===== src/rtl/sr04_ranger.sv =====
// HC-SR04 ultrasonic ranging front-end: periodic trigger, echo width timing,
// and width-to-centimetre conversion by repeated subtraction.
module sr04_ranger #(
  parameter int TRIG_LEN = 10,
  parameter int PERIOD   = 60000,
  parameter int TIMEOUT  = 30000,
  parameter int DIV      = 58
) (
  input  logic        clk_1m,
  input  logic        rst_n,
  input  logic        en,
  output logic        s1_trig,
  input  logic        s1_echo,
  output logic [15:0] echo_us,
  output logic [15:0] dist_cm,
  output logic        dist_vld,
  output logic        err
);

  // state   | meaning
  // IDLE    | stopped, waiting for en
  // TRIG    | trigger pin high for TRIG_LEN cycles
  // WAIT_HI | waiting for echo rise, bounded by TIMEOUT
  // MEAS    | counting echo width
  // CONV    | width / DIV, one subtraction per cycle
  // ERR     | report timeout result
  // HOLD    | idle until the period boundary
  typedef enum logic [2:0] {
    S_IDLE, S_TRIG, S_WAIT_HI, S_MEAS, S_CONV, S_ERR, S_HOLD
  } state_t;

  localparam logic [15:0] L_TRIG_END = 16'(TRIG_LEN - 1);
  localparam logic [15:0] L_PER_END  = 16'(PERIOD - 1);
  localparam logic [15:0] L_TMO      = 16'(TIMEOUT);
  localparam logic [15:0] L_TMO_END  = 16'(TIMEOUT - 1);
  localparam logic [15:0] L_DIV      = 16'(DIV);

  state_t      r_state;
  logic        r_echo_m;
  logic        r_echo_s;
  logic [15:0] r_per;
  logic [15:0] r_tmr;
  logic [15:0] r_width;
  logic [15:0] r_rem;
  logic [9:0]  r_quo;

  always_ff @(posedge clk_1m or negedge rst_n) begin
    if (!rst_n) begin
      r_echo_m <= 1'b0;
      r_echo_s <= 1'b0;
    end else begin
      r_echo_m <= s1_echo;
      r_echo_s <= r_echo_m;
    end
  end

  always_ff @(posedge clk_1m or negedge rst_n) begin
    if (!rst_n) begin
      r_state  <= S_IDLE;
      r_per    <= '0;
      r_tmr    <= '0;
      r_width  <= '0;
      r_rem    <= '0;
      r_quo    <= '0;
      s1_trig  <= 1'b0;
      echo_us  <= '0;
      dist_cm  <= '0;
      dist_vld <= 1'b0;
      err      <= 1'b0;
    end else begin
      dist_vld <= 1'b0;
      err      <= 1'b0;
      r_per    <= (r_per == L_PER_END) ? '0 : r_per + 16'd1;
      case (r_state)
        S_IDLE: begin
          r_per <= '0;
          if (en) begin
            r_state <= S_TRIG;
            s1_trig <= 1'b1;
            r_tmr   <= '0;
          end
        end
        S_TRIG: begin
          if (r_tmr == L_TRIG_END) begin
            r_state <= S_WAIT_HI;
            s1_trig <= 1'b0;
            r_tmr   <= '0;
            r_width <= '0;
          end else begin
            r_tmr <= r_tmr + 16'd1;
          end
        end
        S_WAIT_HI: begin
          if (r_echo_s) begin
            r_state <= S_MEAS;
            r_width <= 16'd1;
          end else if (r_tmr == L_TMO_END) begin
            r_state <= S_ERR;
            r_width <= '0;
          end else begin
            r_tmr <= r_tmr + 16'd1;
          end
        end
        S_MEAS: begin
          // width saturates at TIMEOUT; a still-high echo there is an error
          if (!r_echo_s) begin
            r_state <= S_CONV;
            r_rem   <= r_width;
            r_quo   <= '0;
          end else if (r_width == L_TMO) begin
            r_state <= S_ERR;
          end else begin
            r_width <= r_width + 16'd1;
          end
        end
        S_CONV: begin
          if (r_rem >= L_DIV) begin
            r_rem <= r_rem - L_DIV;
            r_quo <= r_quo + 10'd1;
          end else begin
            echo_us  <= r_width;
            dist_cm  <= {6'd0, r_quo};
            dist_vld <= 1'b1;
            r_state  <= S_HOLD;
          end
        end
        S_ERR: begin
          echo_us  <= r_width;
          dist_cm  <= 16'hFFFF;
          dist_vld <= 1'b1;
          err      <= 1'b1;
          r_state  <= S_HOLD;
        end
        S_HOLD: begin
          if (r_per == L_PER_END) begin
            if (en) begin
              r_state <= S_TRIG;
              s1_trig <= 1'b1;
              r_tmr   <= '0;
              r_per   <= '0;
            end else begin
              r_state <= S_IDLE;
            end
          end
        end
        default: r_state <= S_IDLE;
      endcase
    end
  end

endmodule


===== config.mk =====
export PLATFORM = sky130hd
export DESIGN_NAME = sr04_ranger
export DESIGN_NICKNAME = d
export VERILOG_FILES = /design/src/rtl/sr04_ranger.sv
export SDC_FILE = /design/constraint.sdc
export NUM_CORES = 1
export LEC_CHECK = 0
export ABC_AREA = 1
export CAP_MARGIN = 0
export CORE_ASPECT_RATIO = 1.5
export CORE_MARGIN = 2
export CORE_UTILIZATION = 45
export CTS_CLUSTER_SIZE = 24
export DETAILED_ROUTE_END_ITERATION = 16
export MAX_ROUTING_LAYER = met4
export PLACE_DENSITY = 0.66
export SLEW_MARGIN = 0
export SYNTH_ARGS = -nofsm -noshare
export SYNTH_HDL_FRONTEND = slang
export SYNTH_SLANG_ARGS = --single-unit

===== constraint.sdc =====
create_clock -name clk_1m -period 1.7 [get_ports clk_1m]
set_input_delay 0.425 -clock clk_1m [delete_from_list [all_inputs] [get_ports clk_1m]]
set_output_delay 0.425 -clock clk_1m [all_outputs]
set_load 0.05 [all_outputs]

# After elaboration in Yosys (flattened, before gate mapping)

Index checks and enable logic that the tools add are counted.
Widths: inputs -> output; s select.

Register bits: 114
Bits of input ports: 4
Logic and storage cells: 96

Mux-type cells: 43
Magnitude comparators: 1
Equal/unequal tests: 22
Add/sub/neg operators: 5
Reductions and logical operators: 12

Operators by type and width:

| kind                  | count |
|---|---|
| $mux 16               | 17 |
| $pmux 16 s2           | 4 |
| $pmux 16 s4           | 1 |
| $add 16x1->16 const B | 3 |
| $pmux 16 s3           | 1 |
| $eq 16x15->1 const B  | 2 |
| $mux 3                | 8 |
| $pmux 3 s7            | 1 |
| $mux 10               | 2 |
| $ne 2x2->1 const B    | 10 |
| $pmux 10 s2           | 1 |
| $eq 16x16->1 const B  | 1 |
| $eq 16x4->1 const B   | 1 |
| $ge 16x6->1 const B   | 1 |
| $sub 16x6->16 const B | 1 |
| $add 10x1->10 const B | 1 |
| $eq 3x3->1 const B    | 3 |
| $eq 3x2->1 const B    | 2 |
| $mux 1                | 6 |
| $ne 3x3->1 const B    | 2 |
| $reduce_and 3->1      | 2 |
| $reduce_and 6->1      | 1 |
| $reduce_bool 3->1     | 2 |
| $reduce_and 5->1      | 1 |
| other kinds (8)       | 9 |

# Depth between registers and ports, before layout

Word-level depth: 5
Gate-level depth with buffers: 13

# Worst setup path after synthesis

OpenSTA, ideal clock, no wires.

Path kind: register to register
From: register r_tmr[0]
To: register r_width[10]
Data arrival time: 1.533 ns
Cell stages (with the launch flop): 12
Path buffers: 1
Setup time: 0.123 ns
Path slack: 0.044 ns
Cells stage by stage: dfrtp_1 -> ha_1 -> nand2_1 -> inv_1 -> nand2_1 -> nor2_1 -> nand2_1 -> nand3_1 -> nand2_2 -> buf_2 -> o21ai_0 -> nand2_1

Word-level cells in the longest chain between the ends: 3
Elaborated cells on any way between the ends: 5
Classes of those cells: eq/ne: 4; reduce/logical: 1

RTL lines:

| item                                                      | RTL line | RTL |
|---|---|---|
| from (decl)                                               | 42       | `logic [15:0] r_tmr;` |
| from (signal assigned)                                    | 90       | `r_tmr <= r_tmr + 16'd1;` |
| from (signal assigned)                                    | 101      | `r_tmr <= r_tmr + 16'd1;` |
| $eq 16x15->1 / $eq 16x4->1 (equally long branches)        | 97, 84   |  |
| $ne 3x3->1 (no line) / $ne 2x2->1 (equally long branches) | n/a      |  |
| $reduce_and 5->1 (no line) *                              | n/a      |  |
| to (signal assigned)                                      | 113      | `r_width <= r_width + 16'd1;` |
| to (decl)                                                 | 43       | `logic [15:0] r_width;` |

Every way passes the cells marked *; elsewhere a longest branch is shown, timed or not.
A chain may end at the register's enable or synchronous reset.

# Worst setup path in the final report

From: register r_tmr[1]
To: register r_width[13]

The elaborated chain is that of the path after synthesis.

==> qor.yml <==
die:
  fp.coreArea_um2: 14000
  ioPinCount: 39
  die_y_um: 150
  rows: 53
  initial_core_util_pct: 46.0
  dieWidth_um: 102
  dieArea_um2: 15300
timing:
  tightest_slew_ns: 0.589
  slew_violations: 0
  fin_crit_ns: 1.74
  slew_headroom_pct: 60.7
  whs_ns: 0.134
  finalClockSkew_ns: 0.0124
  setup_viol: 15
  rsz0062_at_grt: "true"
  max_freq_ghz: 0.576
  timing.final.crit_share_pct: 102
  final.setup.worst_slack_ns: -0.0372
  hold_viol_final: 0
worst_setup_path:
  cp_max_fo: 6
  critical_path_arrival_ns: 2.03
  critPathSlowestCell: "dfrtp_1"
  startpoint_type: "flop"
  end_kind: "flop"
  crit_required_ns: 2.00
  cp_top_family: "simple AND/OR/NAND/NOR gates"
  crit_top_cell: "nand2_2"
  slowest_delay_ns: 0.41
  crit_buf_inv: 2
  critical_path.cell_chain: "ha_2 > nand2_2 > inv_2 > nand2_2 > nor2_4 > nand2_4 > nand3_4 > nand2_4 > nor2_4 > clkbuf_16 > nand2_2 > nand2_1"
  path_class: "reg2reg"
global_route:
  grt_max_degree: 109
  grt_pass1_wl_mm: 27.7
  grt-ovfl-total: 0
  antenna_found_initial: 0
  grt_usage_pct: 23.4
  first_global_vias: 6058
yosys:
  yosys_warnings: 0
  yosysUniqueCellTypes: 35
  synth-xor-area-share_pct: 2.04
  ys_seq_area_share_pct: 42.0
  postSynthAreaPerCell_um2: 7.02
  syn_nets: 928
  syn-cell-area_um2: 6430
  synth-seq-cells: 108
  synthSimpleGateAreaFrac_pct: 34.9
  synth_top_family_by_area: "simple AND/OR/NAND/NOR gates"
  netlist_instances: 917
  synthMuxAreaShare_pct: 0
  synth_compound_area_share_pct: 10.9
  synth_fa_ha_area_share_pct: 1.36
finish:
  design_area_um2: 8410
  area_delta_synth_final_pct: 30.8
  fillers: 1299
  final_cell_mix: "nand2_1, nor2_1, dfrtp_1"
  final_common_cell: "nand2_1"
  final_layout_size_suffix_gt1_share_pct: 22.4
  fin_util_pct: 60.1
  final_nets: 1044
  num_antenna_cells: 0
routing:
  vias: 6351
  drtAntennaViolNets: 0
  wl_per_cell_um: 14.0
  viasPerCell: 5.16
  drc: 0
  routed_wl_mm: 17.3
  drtIter0Drc: 356
  drtPass1Iterations: 4
place:
  placed_cell_area_um2: 7700
  port_buffers: 38
  gp_congestion: 0.939
  hpwl_mm: 11.9
cts:
  clkSlewWorstSetupHoldPaths_ns: 0.08
  cts.sinks: 108
  ctsRootBufferMaster: "clkbuf_16"
  cts_tree: "built"
  numCtsBuffers: 9
  clock_latency_ns: 0.36
  cts_buffer_depth: 2
  htreeDepth: 3
worst_hold_path:
  holdCritPathClass: "in2async"
power:
  static-leakage-power_nw: 3.99
  power_density_nw_per_um2: 1700
  max-vdd-ir-drop_mv: 1.07
flow_run:
  maxCapViolCount: 0
run_status:
  failed_checks: "setup timing"
  outcome: "finished with violations"
## layer usage
| layer | wire length, µm | track usage [%] | vias to the layer above |
|---|---|---|---|
| met4 | 571 | 9.26 | 0 |
| met2 | 8920 | 39.7 | 149 |
| met1 | 7140 | 27.3 | 2953 |
| li1 | - | - | 3199 |
| met3 | 633 | 3.81 | 50 |
| met5 | 0 | - | - |
## layout make-up
type	instances	area, µm²	share of cell area [%]
Clock buffer	9	225	2.68
Clock inverter	7	58.8	0.699
Inverter	99	374	4.45
Multi-Input combinational cell	679	3410	40.6
Sequential cell	108	2710	32.1
Tap cell	192	240	2.86
Timing Repair Buffer	136	1400	16.6
## cells in the mapped netlist (all sizes together)
master  number  share of area, %
buf         26               2.6
or2          3              0.29
nor4         1             0.097
inv         98               5.7
xnor2        1              0.14
clkinv       1             0.058
clkbuf       5              0.31
nand4       22               2.1
and2         1             0.097
ha           7               1.4
nand2      265                16
o21ai       75               5.9
xor2        14               1.9
nand3       74               6.2
nor3        23               1.9
a21oi       32               2.5
o211ai      16               1.9
o21a         1              0.12
nor2       135               8.1
a211oi       2              0.23
o21bai       3              0.35
dfrtp      108                42
nor3b        4              0.47
## path summary, 6_finish.rpt
kind,from,to,slack (ns),cells past startpoint
hold / removal,rst_n,r_tmr[11],0.13,2
max in group asynchronous,rst_n,r_state[2],1.10,2
setup / recovery,r_tmr[1],r_width[13],-0.04,12
min in group clk_1m,r_echo_m,r_echo_s,0.36,0
setup reg to reg,r_tmr[1],r_width[13],-0.04,12
hold reg to reg,r_echo_m,r_echo_s,0.36,0
## worst register-to-register path, delay by kind of cell, from the launching register on
| kind | cells | cell delay, ns |
|---|---|---|
| adders and majority gates | 1 | 0.23 |
| buffers and inverters | 2 | 0.26 |
| and+or+nand+nor | 9 | 0.79 |
| DFF | 1 | 0.41 |
## timing repair
action | CTS | global route
resized for setup | 3 | 91
pin swaps | 0 | 14
gates cloned | 0 | 6
hold buffers | 0 | 0
setup endpoints to repair | 18 | 96
endpoints found under the hold margin | 0 | 0
buffers inserted | 0 | 4
## per-stage QoR
stage,setup WS (ns),instances,TNS [ns],power (W)
after global placement,-0.0103,1204,-0.0200,0.0112
after global routing,-0.131,1230,-3.86,0.0153
after detailed placement,-0.0114,1204,-0.0535,0.0112
after CTS,-0.000445,1220,-0.000445,0.0133
after floorplan,0.0436,917,0,0.00828
final,-0.0372,1230,-0.241,0.0143
## state kept, by name (all words and copies together) (netlist names)
signal    count
dist_vld      1
r_per        16
r_tmr        16
r_echo_s      1
r_rem        15
s1_trig       1
r_state       3
r_width      16
r_quo        10
err           1
r_echo_m      1
echo_us      16
dist_cm      11
## report_power, final
part           total (W)  switching (W)  internal (W)
clock            0.00207        0.00105       0.00102
combinational    0.00861        0.00508       0.00353
sequential       0.00366       0.000460       0.00320
total             0.0143        0.00659       0.00775
## logic make-up after synthesis
group / after synthesis
AND/OR/NAND/NOR: 528
buffers and inverters: 130
AO/OA/AOI/OAI: 129
flip-flops: 108
XOR/XNOR: 15
adder cells (fa/ha/maj): 7
Power figures use the tool's default switching activity.
